File: src/rtl/cpu_trace_buffer.sv
// cpu_trace_buffer: circular trace capture of the CPU debug outputs with a PC-match
// trigger and post-trigger sample count, drained oldest-first over a valid/ready port.
// Optional feature: define TRACE_DEDUP_EN to drop samples whose pc repeats the last
// written pc (suppresses stall and reset-hold cycles).
module cpu_trace_buffer #(
   parameter int unsigned DEPTH = 16,
   localparam int unsigned AW = $clog2(DEPTH)
) (
   input  logic          clk,
   input  logic          rst,
   input  logic [31:0]   debug_pc,
   input  logic [31:0]   debug_instruction,
   input  logic [31:0]   debug_alu_result,
   input  logic          arm,
   input  logic [31:0]   trig_pc,
   input  logic [AW-1:0] post_cnt,
   output logic          rd_valid,
   output logic [95:0]   rd_data,
   input  logic          rd_ready,
   output logic [1:0]    state,
   output logic [AW:0]   count,
   output logic          overflow
);

   typedef enum logic [1:0] {
      StIdle  = 2'b00,
      StArmed = 2'b01,
      StPost  = 2'b10,
      StDone  = 2'b11
   } state_e;

   localparam logic [AW:0]   Full   = (AW + 1)'(DEPTH);
   localparam logic [AW-1:0] OneRem = {{(AW - 1){1'b0}}, 1'b1};

   state_e        st;
   logic [AW:0]   cnt;
   logic [AW-1:0] wr_ptr;
   logic [AW-1:0] rd_ptr;
   logic [AW-1:0] remaining;
   logic [AW-1:0] post_q;
   logic [31:0]   trig_q;
   logic          ovf;
   logic          capturing;
   logic          dup;
   logic          wr_en;
   logic          rd_fire;
   logic [95:0]   mem [DEPTH];

   assign capturing = (st == StArmed) || (st == StPost);
   // arm takes priority over both capture and readout
   assign wr_en     = !arm && capturing && !dup;
   assign rd_valid  = (st == StDone) && (cnt != '0);
   assign rd_fire   = !arm && rd_valid && rd_ready;
   // when full (cnt == DEPTH) the low bits are 0, so rd_ptr == wr_ptr: the oldest entry
   assign rd_ptr    = wr_ptr - cnt[AW-1:0];
   assign rd_data   = rd_valid ? mem[rd_ptr] : '0;
   assign state     = st;
   assign count     = cnt;
   assign overflow  = ovf;

`ifdef TRACE_DEDUP_EN
   logic [31:0] last_pc;
   logic        last_vld;

   assign dup = last_vld && (debug_pc == last_pc);

   // Track pc of the most recent written sample; cleared on arm so the first is always kept
   always_ff @(posedge clk or posedge rst) begin
      if (rst) begin
         last_pc  <= '0;
         last_vld <= 1'b0;
      end else if (arm) begin
         last_vld <= 1'b0;
      end else if (wr_en) begin
         last_pc  <= debug_pc;
         last_vld <= 1'b1;
      end
   end
`else
   assign dup = 1'b0;
`endif

   // Trace RAM, not reset
   always_ff @(posedge clk) begin
      if (wr_en) begin
         mem[wr_ptr] <= {debug_pc, debug_instruction, debug_alu_result};
      end
   end

   // Capture/readout FSM with pointer, occupancy and overflow bookkeeping
   always_ff @(posedge clk or posedge rst) begin
      if (rst) begin
         st        <= StIdle;
         cnt       <= '0;
         wr_ptr    <= '0;
         ovf       <= 1'b0;
         trig_q    <= '0;
         post_q    <= '0;
         remaining <= '0;
      end else if (arm) begin
         st     <= StArmed;
         cnt    <= '0;
         wr_ptr <= '0;
         ovf    <= 1'b0;
         trig_q <= trig_pc;
         post_q <= post_cnt;
      end else begin
         if (wr_en) begin
            wr_ptr <= wr_ptr + 1'b1;
            if (cnt == Full) begin
               ovf <= 1'b1;
            end else begin
               cnt <= cnt + 1'b1;
            end
         end
         unique case (st)
            StIdle: ;
            StArmed: begin
               if (wr_en && (debug_pc == trig_q)) begin
                  if (post_q == '0) begin
                     st <= StDone;
                  end else begin
                     remaining <= post_q;
                     st        <= StPost;
                  end
               end
            end
            StPost: begin
               if (wr_en) begin
                  remaining <= remaining - 1'b1;
                  if (remaining == OneRem) begin
                     st <= StDone;
                  end
               end
            end
            StDone: begin
               if (rd_fire) begin
                  cnt <= cnt - 1'b1;
               end
            end
            default: st <= StIdle;
         endcase
      end
   end

endmodule

File: config.mk
export PLATFORM = sky130hd
export DESIGN_NAME = cpu_trace_buffer
export DESIGN_NICKNAME = d
export VERILOG_FILES = /design/src/rtl/cpu_trace_buffer.sv
export SDC_FILE = /design/constraint.sdc
export NUM_CORES = 1
export LEC_CHECK = 0
export CAP_MARGIN = 5
export CELL_PAD_IN_SITES_DETAIL_PLACEMENT = 0
export CELL_PAD_IN_SITES_GLOBAL_PLACEMENT = 1
export CORE_ASPECT_RATIO = 2
export CORE_UTILIZATION = 45
export DETAILED_ROUTE_END_ITERATION = 10
export GPL_TIMING_DRIVEN = 0
export PLACE_DENSITY_LB_ADDON = 0.1
export RECOVER_POWER = 100
export SLEW_MARGIN = 0
export SYNTH_ARGS = -nofsm -noshare
export SYNTH_HDL_FRONTEND = slang
export SYNTH_SLANG_ARGS = --single-unit
File: constraint.sdc
create_clock -name clk -period 4.4 [get_ports clk]
set_input_delay 0.66 -clock clk [delete_from_list [all_inputs] [get_ports clk]]
set_output_delay 0.66 -clock clk [all_outputs]
set_load 0.005 [all_outputs]
==> metrics.csv <==
stage;metric;value;unit
status;outcome;finished, violations left;
status;failing checks;capacitance limit, slew limit;
pwr;maximum vdd drop;0.000399;V
yosys;synth unique cells;54;
setup_path;crit path DAT;3.67;ns
route;Routed Antenna Nets;0;
final_layout;layout cells sized above 1;32.4;%
yosys;number of enable flip-flop cells after synthesis;1536;
clock_tree;Reg clk slew, reported paths;0.06;ns
die;core area;136000;um2
route;DR vias/cell;5.87;
final_layout;Final Core Density;54.5;%
sta;Final Setup Violations;0;
final_layout;final layout net count;3370;
grt;GR Util met2;45.6;%
grt;vias in the first global route;33100;
die;Die ar.;139000;um2
grt;GR peak layer;met2;
placement;GP Congestion;0.825;
yosys;FFs w/ async S/R, synth;3.27;%
grt;met1 Use GR;26.5;%
route;WL per Instance;32.0;um
grt;Total GRT Usage;23.8;%
setup_path;crit start category;flop;
die;IO Count;241;
run;Max Cap Viol;11;
setup_path;worst-path fanout max;10;
yosys;post-synth net total;2905;
die;Die Ht;526;um
pwr;leak pwr;0.0240;uW
sta;final period utilization;98.4;%
yosys;Cells after Synth;2754;
yosys;synth warn;0;
final_layout;Fill cells;10400;
sta;slew margin rel.;-59.1;%
placement;PortBufs;239;
sta;Slew @ Worst Pin;2.39;ns
sta;Max Fclk;0.231;GHz
route;initial DRC count;2200;
sta;Final WS setup;0.0722;ns
yosys;Yosys reg bits;1588;
yosys;sequential area share after synthesis;76.9;%
sta;minimum clock period;4.33;ns
clock_tree;hold_buf cts;0;
die;die width;264;um
clock_tree;CTS buffer count;142;
clock_tree;H-Tree Level Count;4;
sta;Hold WS;0.373;ns
setup_path;Required @ worst endpoint;3.74;ns
yosys;prevailing post-synth register cell;edfxtp_1;
die;Initial Utilization;45.4;%
route;detailed-route DRC error count;0;
placement;Post-DP HPWL;104000;um
sta;RSZ-0062 raised after global routing;yes;
grt;initial antenna violation count;25;
clock_tree;Worst-Skew Late Latency;0.76;ns
worst_hold_path;Worst Hold Class;input port to asynchronous set/reset pin;
final_layout;Area growth syn-to-layout;19.9;%
yosys;cell area after synthesis;61700;um2
clock_tree;TritonCTS clock tree;done;
clock_tree;Clock Sinks;1588;
setup_path;critical path class;flop to output pin;
sta;Clock Skew;0.0223;ns
grt;first-pass GRT wire length;232000;um
grt;largest net degree at the start of global routing;46;
route;TritonRoute pass-1 iters;7;
grt;total grt overflow;0;
sta;final hold violation count;0;
placement;pre-CTS setup slack;-1.21;ns
grt;met3 usage;4.10;%
pwr;P per Cell Area;486;nW/um2
sta;Final Max Slew Viols;280;
route;routed via count;29800;
yosys;Avg Cell Area, Syn;22.4;um2
setup_path;element type at the critical path end;output pin;
clock_tree;root buf cell;clkbuf_16;
setup_path;R2R Setup Slk;0.23;ns
clock_tree;largest buffer count on any clock path;3;
die;row count;191;
route;final WL;162000;um
[power breakdown]
| group | switching, uW | internal [uW] | total [uW] |
|---|---|---|---|
| registers | 76.8 | 16800 | 16900 |
| logic | 3450 | 2960 | 6410 |
| clock network | 5490 | 7120 | 12600 |
[per-layer routing]
metal / up-vias / share of wire, %
met3: 251 / 4.8
met2: 836 / 57
met5: - / 0.066
met4: 18 / 2.9
met1: 16200 / 36
li1: 12500 / -
[cell usage after synthesis, types with 4 or more instances]
library cell / n / area (um2)
nand3_1: 7 / 35.0
nand4_1: 11 / 68.8
xnor2_1: 38 / 333
clkbuf_1: 71 / 267
buf_4: 28 / 210
buf_1: 4 / 15.0
mux4_2: 384 / 8650
ha_1: 14 / 175
xor2_1: 4 / 35.0
and2_1: 112 / 701
a211oi_1: 192 / 1440
mux2i_1: 97 / 971
o21ai_0: 7 / 35.0
buf_6: 5 / 56.3
mux2_2: 37 / 417
buf_2: 46 / 230
nand2_1: 21 / 78.8
nor2_1: 18 / 67.6
inv_1: 20 / 75.1
edfxtp_1: 1536 / 46100
dfrtp_1: 52 / 1300
nor3_1: 6 / 30.0
nor4_1: 6 / 37.5
[critical path, stage by stage (launching register included)]
cell and delay, ns:
dfrtp_2 0.41, inv_2 0.09, ha_4 0.13, inv_2 0.04, fa_1 0.55, buf_12 0.16, buf_16 0.15, clkbuf_16 0.20
buf_12 0.16, mux4_2 0.22, mux2i_4 0.09, a211oi_2 0.40, dlygate4sd2_1 0.29
[worst paths after layout]
kind | start | endpoint | cells past startpoint
hold / removal | rst | trig_q[1]$_DFFE_PP0P_ | 2
setup reg to reg | state[0]$_DFFE_PP0P_ | mem[13][49]$_DFFE_PP_ | 7
hold reg to reg | trig_q[18]$_DFFE_PP0P_ | trig_q[18]$_DFFE_PP0P_ | 1
max in group asynchronous | rst | wr_ptr[0]$_DFFE_PP0N_ | 3
min in group clk | trig_pc[2] | trig_q[2]$_DFFE_PP0P_ | 3
setup / recovery | wr_ptr[0]$_DFFE_PP0N_ | rd_data[95] | 12
[sequential cells by signal (all words and copies together), names as in the netlist]
register	cells
post_q	4
state	2
count	5
wr_ptr	4
trig_q	32
mem	1536
remaining	4
overflow	1
[cell type report]
type,count,area (um2),area share [%]
Sequential cell,1588,47400,64.1
Tap cell,1737,2170,2.94
Multi-Input combinational cell,990,14400,19.4
Antenna cell,6,15.0,0.0203
Inverter,20,75.1,0.101
Timing Repair Buffer,324,3400,4.60
Buffer,153,1840,2.48
Clock inverter,70,716,0.968
Clock buffer,189,3960,5.35
[logic make-up (layout without fill, tap and decap cells)]
group / Yosys count / after routing / synth area share (%)
flops: 1588 / 1588 / 76.9
mux: 518 / 518 / 16.3
compound gates: 217 / 217 / 2.64
simple gates: 198 / 198 / 1.86
buf+inv: 176 / 756 / 1.43
xor+xnor: 42 / 42 / 0.596
fa+ha+maj: 15 / 15 / 0.316
other cells: 0 / 6 / 0
[timing repair]
action                     4_1_cts  5_1_grt
buffers inserted                38        4
gates cloned                     6        0
pin swaps                       82       13
resized for setup              742       28
setup endpoints to repair       96       79
[cells in the final DEF (no fill, tap or decap), types with 10 or more instances in the layout]
cell and count:
a211oi_4 13, dlygate4sd2_1 30, nor2_1 18, inv_1 18, clkbuf_2 24, clkinvlp_4 10
dlygate4sd3_1 104, ha_1 12, a211oi_1 62, mux2i_4 13, nand2_1 21, clkbuf_1 40
clkinv_1 15, mux2i_1 76, mux4_2 384, buf_6 35, buf_2 39, buf_16 21
dfrtp_1 50, clkbuf_4 33, clkdlybuf4s50_1 39, nand4_1 11, clkdlybuf4s15_1 24, mux2_2 37
clkinv_2 25, clkbuf_8 17, buf_12 37, clkbuf_16 164, xnor2_1 37, buf_4 51
bufinv_16 13, a211oi_2 117, and2_1 103, edfxtp_1 1536
[per-stage QoR]
| step | TNS [ns] | power, uW | area [um2] | cells |
|---|---|---|---|---|
| 2_1_floorplan | 0 | 20300 | 61700 | 2754 |
| 3_3_place_gp | -4137.25 | 22300 | 66200 | 4730 |
| 3_5_place_dp | -68.49 | 22300 | 67200 | 4767 |
| 4_1_cts | -0.920 | 36300 | 74200 | 5067 |
| 5_1_grt | -0.0422 | 37000 | 74000 | 5072 |
| 6_report | 0 | 35900 | 74000 | 5077 |
No activity file was read; power rests on OpenSTA's default activity.
